**src/rtl/arbiter_pkg.sv**
```systemverilog
// Shared types and constants for the round-robin arbiter.
package arbiter_pkg;

  // Two-state arbiter FSM; the spare encodings recover to IDLE.
  typedef enum logic [1:0] {
    IDLE  = 2'd0,
    GRANT = 2'd1
  } state_t;

  // Width of the hold counter; covers HOLD_MAX up to 255.
  localparam int unsigned HOLD_CNT_W = 8;

endpackage

```
**src/rtl/rr_pick.sv**
```systemverilog
// Combinational round-robin search: first set req bit at or after start, wrapping.
module rr_pick #(
  parameter int unsigned N = 4,
  parameter int unsigned W = 2
) (
  input  logic [N-1:0] req,
  input  logic [W-1:0] start,
  output logic         found,
  output logic [W-1:0] idx
);

  logic [W:0]   sum;
  logic [W-1:0] cand;

  // Walk offsets from farthest to nearest so the nearest hit wins.
  always_comb begin
    found = 1'b0;
    idx   = '0;
    sum   = '0;
    cand  = '0;
    for (int i = int'(N) - 1; i >= 0; i--) begin
      sum = {1'b0, start} + (W+1)'(i);
      if (sum >= (W+1)'(N)) begin
        sum = sum - (W+1)'(N);
      end
      cand = sum[W-1:0];
      if (req[cand]) begin
        found = 1'b1;
        idx   = cand;
      end
    end
  end

endmodule

```
**src/rtl/arbiter_rr.sv**
```systemverilog
// Round-robin arbiter with registered one-hot grant.
// Optional macro ARBITER_RR_HOLD_LIMIT_EN: preempt a grant held HOLD_MAX
// cycles when another requester is waiting.
module arbiter_rr
  import arbiter_pkg::*;
#(
  parameter int unsigned NUM_REQ  = 4,
  parameter int unsigned HOLD_MAX = 8
) (
  input  logic                       clock,
  input  logic                       reset,
  input  logic [NUM_REQ-1:0]         req,
  output logic [NUM_REQ-1:0]         gnt,
  output logic                       gnt_valid,
  output logic [$clog2(NUM_REQ)-1:0] gnt_id
);

  localparam int unsigned ID_W = $clog2(NUM_REQ);

  state_t                state;
  logic [ID_W-1:0]       last_id;
  logic [HOLD_CNT_W-1:0] hold_cnt;
  logic [ID_W-1:0]       start;
  logic                  found;
  logic [ID_W-1:0]       win;
  logic                  take;
  logic                  drop;

  // Search begins just after the most recent winner.
  always_comb begin
    start = (last_id == ID_W'(NUM_REQ - 1)) ? '0 : last_id + 1'b1;
  end

  rr_pick #(
    .N (NUM_REQ),
    .W (ID_W)
  ) u_pick (
    .req   (req),
    .start (start),
    .found (found),
    .idx   (win)
  );

  // Decide whether this edge loads a new winner or releases the bus.
  always_comb begin
    take = 1'b0;
    drop = 1'b0;
    case (state)
      IDLE: take = found;
      GRANT: begin
        if (!req[gnt_id]) begin
          take = found;
          drop = ~found;
        end
`ifdef ARBITER_RR_HOLD_LIMIT_EN
        else if (|(req & ~gnt) && hold_cnt == HOLD_CNT_W'(HOLD_MAX - 1)) begin
          take = 1'b1;
        end
`endif
      end
      default: drop = 1'b1;
    endcase
  end

  // State, grant outputs, priority pointer and hold counter.
  always_ff @(posedge clock or posedge reset) begin
    if (reset) begin
      state     <= IDLE;
      gnt       <= '0;
      gnt_valid <= 1'b0;
      gnt_id    <= '0;
      last_id   <= ID_W'(NUM_REQ - 1);
      hold_cnt  <= '0;
    end else if (take) begin
      state     <= GRANT;
      gnt       <= NUM_REQ'(1) << win;
      gnt_valid <= 1'b1;
      gnt_id    <= win;
      last_id   <= win;
      hold_cnt  <= '0;
    end else if (drop) begin
      state     <= IDLE;
      gnt       <= '0;
      gnt_valid <= 1'b0;
      gnt_id    <= '0;
      hold_cnt  <= '0;
    end else if (state == GRANT && hold_cnt != HOLD_CNT_W'(HOLD_MAX)) begin
      hold_cnt  <= hold_cnt + 1'b1;
    end
  end

endmodule

```
**config.mk**
```make
export PLATFORM = sky130hd
export DESIGN_NAME = arbiter_rr
export DESIGN_NICKNAME = d
export VERILOG_FILES = /design/src/rtl/arbiter_pkg.sv /design/src/rtl/rr_pick.sv /design/src/rtl/arbiter_rr.sv
export SDC_FILE = /design/constraint.sdc
export NUM_CORES = 1
export LEC_CHECK = 0
export BUFFER_PORTS_ARGS = -buffer_cell sky130_fd_sc_hd__buf_2
export CAP_MARGIN = 20
export CORE_AREA = 8 8 45 47
export CTS_BUF_LIST = sky130_fd_sc_hd__clkbuf_4 sky130_fd_sc_hd__clkbuf_8
export CTS_CLUSTER_SIZE = 8
export DETAILED_ROUTE_END_ITERATION = 16
export DIE_AREA = 0 0 53 55
export GPL_ROUTABILITY_DRIVEN = 0
export PLACE_DENSITY = 0.75
export SETUP_SLACK_MARGIN = 0.4
export SLEW_MARGIN = 20
export SYNTH_ARGS = -nofsm -noshare
export SYNTH_HDL_FRONTEND = slang
export SYNTH_HIERARCHICAL = 1
export SYNTH_SLANG_ARGS = --single-unit
```
**constraint.sdc**
```tcl
create_clock -name clock -period 1.6 [get_ports clock]
set_input_delay 0.16 -clock clock [delete_from_list [all_inputs] [get_ports clock]]
set_output_delay 0.16 -clock clock [all_outputs]
set_load 0.005 [all_outputs]
```
# [Yosys cells after proc, flatten, opt, wreduce, memory -nomap -nowiden]
# Cells that the tools add are included.
[classes] n_addsub=8 order_cmp=9 n_eq_ne=2 shift=1 n_mux=34 n_bitwise=1 n_reduce_logical=2
[ops] operator="$mux W2" n=12
[ops] operator="$lt A2 B3 Y1 const B" n=5
[ops] operator="$mux W1" n=13
[ops] operator="$bmux W1 S2" n=5
[ops] operator="$ge A3 B3 Y1 const B" n=3
[ops] operator="$mux W4" n=2
[ops] operator="$sub A2 B1 Y2 const B" n=4
[ops] operator="$add A2 B2 Y3 const B" n=2
[ops] operator="$pmux W1 S2" n=2
[ops] operator="$shl A1 B2 Y4 const A" n=1
[ops] operator="$add A2 B1 Y3 const B" n=1
[ops] operator="$ge A2 B3 Y1 const B" n=1
[ops] operator="$add A2 B1 Y2 const B" n=1
[ops] operator="$eq A2 B1 Y1 const B" n=1
[ops] operator="$eq A2 B2 Y1 const B" n=1
[ops] operator="$logic_not A2 Y1" n=1
[ops] operator="$reduce_bool A2 Y1" n=1
[ops] operator="$not A1 Y1" n=1
[word_totals] reg_bits=11 out_inout_bits=7

# [Depth between registers and ports, before layout]
[depth] word_depth=16 depth_mapped=8 ltp_nobuf=8

# [Modules after synthesis]
# Netlist, hierarchy kept.
[modules_own_cells] mod="arbiter_rr" n_inst=1 cells_each=37 area_per_inst_um2=449.2 seq_area_each_um2=227.7
[modules_own_cells] mod="rr_pick" n_inst=1 cells_each=13 area_per_inst_um2=77.6 seq_area_each_um2=0.0

# [Worst setup path before layout]
# No wires, ideal clock.
[synth_path] path_type="reg-to-reg" start="register last_id[0]" end="register gnt[0]" setup_time_ps=122 t_arrival_ps=1570 slack_ps=-91 stages_incl_launch_ff=6 n_path_buf=0 cell_sequence="dfstp_2 ha_1 mux2i_1 a211oi_2 nor2_1 a32o_1"
[synth_via] elab_cells_between_ends=42 cone_classes="add/sub: 8; order compare: 4; eq/ne: 1; shift: 1; mux: 26; bitwise: 1; reduce/logical: 1"
[synth_lines] item="start: declaration" line="arbiter_rr.sv:21" text="logic [ID_W-1:0] last_id;"
[synth_lines] item="start signal: assignment" line="arbiter_rr.sv:72" text="last_id <= ID_W'(NUM_REQ - 1);"
[synth_lines] item="start signal: assignment" line="arbiter_rr.sv:79" text="last_id <= win;"
[synth_lines] item="$add A2 B1 Y2 / $eq A2 B2 Y1 (equally long branches)" line="arbiter_rr.sv:31" text="start = (last_id == ID_W'(NUM_REQ - 1)) ? '0 : last_id + 1'b1;"
[synth_lines] item="$mux W2 (*)" line="arbiter_rr.sv:31"
[synth_lines] item="net start[1]" line="arbiter_rr.sv:23" text="logic [ID_W-1:0] start;"
[synth_lines] item="$add A2 B2 Y3" line="rr_pick.sv:22" text="sum = {1'b0, start} + (W+1)'(i);"
[synth_lines] item="$ge A3 B3 Y1 / $sub A2 B1 Y2 (equally long branches)" line="rr_pick.sv:23, rr_pick.sv:24"
[synth_lines] item="$mux W2" line="rr_pick.sv:23" text="if (sum >= (W+1)'(N)) begin"
[synth_lines] item="$bmux W1 S2" line="rr_pick.sv:27" text="if (req[cand]) begin"
[synth_lines] item="$mux W1 (implied by the code)" line="rr_pick.sv:27"
[synth_lines] item="$mux W2 (3 in series)" line="rr_pick.sv:27"
[synth_lines] item="$mux W2 (*)" line="rr_pick.sv:27"
[synth_lines] item="net win[0]" line="arbiter_rr.sv:25" text="logic [ID_W-1:0] win;"
[synth_lines] item="$shl A1 B2 Y4 (*)" line="arbiter_rr.sv:76" text="gnt <= NUM_REQ'(1) << win;"
[synth_lines] item="$mux W4 (*)" line="arbiter_rr.sv:74" text="end else if (take) begin"
[synth_lines] item="end signal: assignment" line="arbiter_rr.sv:76"
[synth_lines] item="end: declaration" line="arbiter_rr.sv:13" text="output logic [NUM_REQ-1:0] gnt,"
# Mark *: on every way through the listed nets, which the timed path passes. The rest lies on a longest branch. The select of a mux whose other input is x is not followed.
# A chain may end at the register's enable or synchronous reset.

# [Worst setup path after layout]
[layout_path] start="register last_id[1]" end="register gnt[3]"
[layout_via] elab_cells_between_ends=42 cone_classes="add/sub: 8; order compare: 4; eq/ne: 1; shift: 1; mux: 26; bitwise: 1; reduce/logical: 1"
[layout_lines] item="$eq A2 B2 Y1 (*)" line="arbiter_rr.sv:31"
[layout_lines] item="$mux W2 (*)" line="arbiter_rr.sv:31"
[layout_lines] item="net start[0]" line="arbiter_rr.sv:23"
[layout_lines] item="$add A2 B2 Y3" line="rr_pick.sv:22"
[layout_lines] item="$ge A3 B3 Y1 / $sub A2 B1 Y2 (equally long branches)" line="rr_pick.sv:23, rr_pick.sv:24"
[layout_lines] item="$mux W2" line="rr_pick.sv:23"
[layout_lines] item="$bmux W1 S2" line="rr_pick.sv:27"
[layout_lines] item="$mux W1 (implied by the code)" line="rr_pick.sv:27"
[layout_lines] item="$mux W2 (3 in series)" line="rr_pick.sv:27"
[layout_lines] item="$mux W2 (*)" line="rr_pick.sv:27"
[layout_lines] item="net win[1]" line="arbiter_rr.sv:25"
[layout_lines] item="$shl A1 B2 Y4 (*)" line="arbiter_rr.sv:76"
[layout_lines] item="$mux W4 (*)" line="arbiter_rr.sv:74"
# Marked as above.

==> metrics.txt <==
Congestion Overflow GR=0; number of sinks driven by the clock tree=9; average wire per cell in the routed design=15.7 um; antenna violations before repair=0; die area=0.00292 mm^2; Tcrit/Tclk final=106%; worst slew margin relative to its limit=77.6%; die boundary height=55 um; Final Cell Area=791 um^2; insertion delay of the later-clocked pin in the worst-skew pair=0.25 ns; vias per cell=5.56; Yosys top cell area share=33.3%; width of the chip=53 um; Startpoint Class=register; final number of hold-violating endpoints=0; number of placed instances, taps included=80; worst endpoint data arrival time=1.83 ns; maximum vdd drop=0.00108 V; synth top area cells=sky130_fd_sc_hd__dfrtp_1, sky130_fd_sc_hd__dfstp_2, sky130_fd_sc_hd__nor2_1; Final setup violation count=7; data required time at the worst endpoint=1.74 ns; setup slack, reg-to-reg=-0.09 ns; pin count of the biggest net entering global routing=10; floorplan core area=0.00138 mm^2; overall via count from detail_route=495; root buf cell=sky130_fd_sc_hd__clkbuf_4; TritonCTS clock tree=built; maximum clock skew at final layout=0.00230 ns; Cell Area, Synth=527 um^2; Antenna Cells=0; run status=finished with violations; number of H-tree levels=1; Net Count, Synth=57; number of distinct standard cells referenced by the synthesized netlist=22; Initial Utilization=38.1%; critical path class=reg -> reg; number of violations reported at the end of detailed-routing iteration 0=4; Yosys warning count=6; crit-path max FO=5; Min-Delay Path Class=in -> async; drc violations=0; worst setup slack after layout=-0.0909 ns; non-filler instance count after layout=89; actual transition at the worst max-transition pin=0.336 ns; leakage power figure=0.339 nW; ratio of total power to cell area=2210 mW/mm^2; Syn-to-layout area delta=50.1%; Cell Rows=14; RSZ-0062 raised after global routing=true; Gate Count Post-Synth=50; post-synthesis cell type with the largest combined area=sky130_fd_sc_hd__dfrtp_1; worst hold slack=0.398 ns; achievable clock frequency=0.591 GHz; GRT Overall Usage=9.84%; mean post-synth cell area=10.5 um^2; part of the Yosys area used for sequential elements=43.2%; Total Routed Length=1400 um; PortBufs=12; Min Clock Period, post-route=1.69 ns; share of cells above drive strength 1=58.9%; clock transition at the register clock pins on the worst setup and hold paths after CTS=0.06 ns; Slew Limit Fails=0; dpl cell area=638 um^2; vias in the first global route=488; total negative slack=-0.443 ns; post-synthesis register bit count=9; count of nets left with antenna violations after detail routing=0; I/O pin count=13; clock tree buffer depth=2; max-cap viol count=0; Detailed Place HPWL=970 um; final layout net count=81; Critical Path End Type=register; wire length of the first global-routing pass=2140 um; number of optimization iterations in the first detailed-route pass=4; total CTS buffers=3; failing checks=setup timing
==> Yosys cell counts <==
cell type and count:
sky130_fd_sc_hd__mux2i_1 1, sky130_fd_sc_hd__o2bb2ai_1 1, sky130_fd_sc_hd__a21oi_1 1, sky130_fd_sc_hd__or2_2 1, sky130_fd_sc_hd__a211oi_2 1, sky130_fd_sc_hd__mux2_2 2, sky130_fd_sc_hd__and3_1 1, sky130_fd_sc_hd__a22o_1 2
sky130_fd_sc_hd__dfrtp_1 7, sky130_fd_sc_hd__o221ai_1 1, sky130_fd_sc_hd__mux2i_2 2, sky130_fd_sc_hd__inv_1 1, sky130_fd_sc_hd__a211oi_1 1, sky130_fd_sc_hd__o22a_1 1, sky130_fd_sc_hd__o221ai_2 2, sky130_fd_sc_hd__nand2b_1 5
sky130_fd_sc_hd__ha_1 1, sky130_fd_sc_hd__nand2_1 5, sky130_fd_sc_hd__nor2_1 9, sky130_fd_sc_hd__nor3b_1 1, sky130_fd_sc_hd__a32o_1 2, sky130_fd_sc_hd__dfstp_2 2
==> worst paths after layout <==
path | start | to | cells past startpoint
min in group clock | req[2] | gnt_id[1] | 3
min reg2reg | gnt[1] | gnt[1] | 1
min | reset | gnt[2] | 3
max in group asynchronous | reset | last_id[0] | 3
max | last_id[1] | gnt[3] | 7
max reg2reg | last_id[1] | gnt[3] | 7
==> layer usage <==
layer  GRT usage [%]  up-vias  part of all wire, %
li1                -      233                    -
met1            11.5      243                   41
met2            15.6       15                   50
met3            2.67        4                  6.3
met4            6.47        0                  2.4
met5               0        -                    0
==> flip-flops by register name, summed over array words and instances, names as in the netlist <==
name / count
gnt: 4
gnt_id: 2
gnt_valid: 1
last_id: 2
==> worst max-delay path, cell delays in order (launching register included) <==
cell and delay [ns]:
sky130_fd_sc_hd__dfstp_2 0.56, sky130_fd_sc_hd__ha_4 0.15, sky130_fd_sc_hd__nor2_4 0.04, sky130_fd_sc_hd__nor3b_4 0.14, sky130_fd_sc_hd__a211oi_2 0.20, sky130_fd_sc_hd__nor2_2 0.11, sky130_fd_sc_hd__and3_1 0.18, sky130_fd_sc_hd__a22o_1 0.20
==> kinds of logic after synthesis <==
group | count (synthesis) | synth area share, %
and+or+nand+nor | 22 | 19.7
AOI/OAI and AO/OA | 12 | 22.6
muxes | 5 | 11.4
DFF | 9 | 43.2
adders and majority gates | 1 | 2.37
buffers and inverters | 1 | 0.712
==> layout make-up <==
type                       count  area, um^2
fill                         123         593
clock buffer                   4        30.0
tap                           16        20.0
inverter                       1        3.75
sequential                     9         229
multi-input combinational     40         393
timing repair buffer          19         115
==> report_power, final <==
| part | switching (mW) | leakage, nW | internal, mW |
|---|---|---|---|
| combinational | 0.505 | 0.215 | 0.622 |
| sequential | 0.0868 | 0.105 | 0.345 |
| clock | 0.0755 | 0.0184 | 0.113 |
| total | 0.668 | 0.339 | 1.08 |
==> stage by stage <==
stage                     util (%)  worst slack (ns)  total power, mW
after floorplan                  -          -0.00214            0.982
after global placement        46.1            -0.116             1.19
after detailed placement      46.1            -0.113             1.22
after CTS                     52.1           -0.0849             1.55
after global routing          57.1            -0.157             1.88
final                         57.1           -0.0909             1.75
==> layout by cell type, fill, tap and decap left out, types with 2 or more instances in the layout <==
| master | n |
|---|---|
| sky130_fd_sc_hd__dfrtp_1 | 6 |
| sky130_fd_sc_hd__nand2b_1 | 4 |
| sky130_fd_sc_hd__buf_4 | 6 |
| sky130_fd_sc_hd__nand2_1 | 5 |
| sky130_fd_sc_hd__dfstp_2 | 2 |
| sky130_fd_sc_hd__a22o_1 | 2 |
| sky130_fd_sc_hd__mux2i_4 | 2 |
| sky130_fd_sc_hd__buf_2 | 12 |
| sky130_fd_sc_hd__o221ai_2 | 2 |
| sky130_fd_sc_hd__clkbuf_4 | 4 |
| sky130_fd_sc_hd__a32o_1 | 2 |
| sky130_fd_sc_hd__nor2_1 | 7 |
==> what timing repair did <==
action	4_1_cts	5_1_grt
endpoints found under the hold margin	7	0
setup buffers	2	2
pin swaps	7	7
hold buffers	1	0
setup endpoints to repair	9	9
resized for setup	6	10
Power figures use the tool's default switching activity.
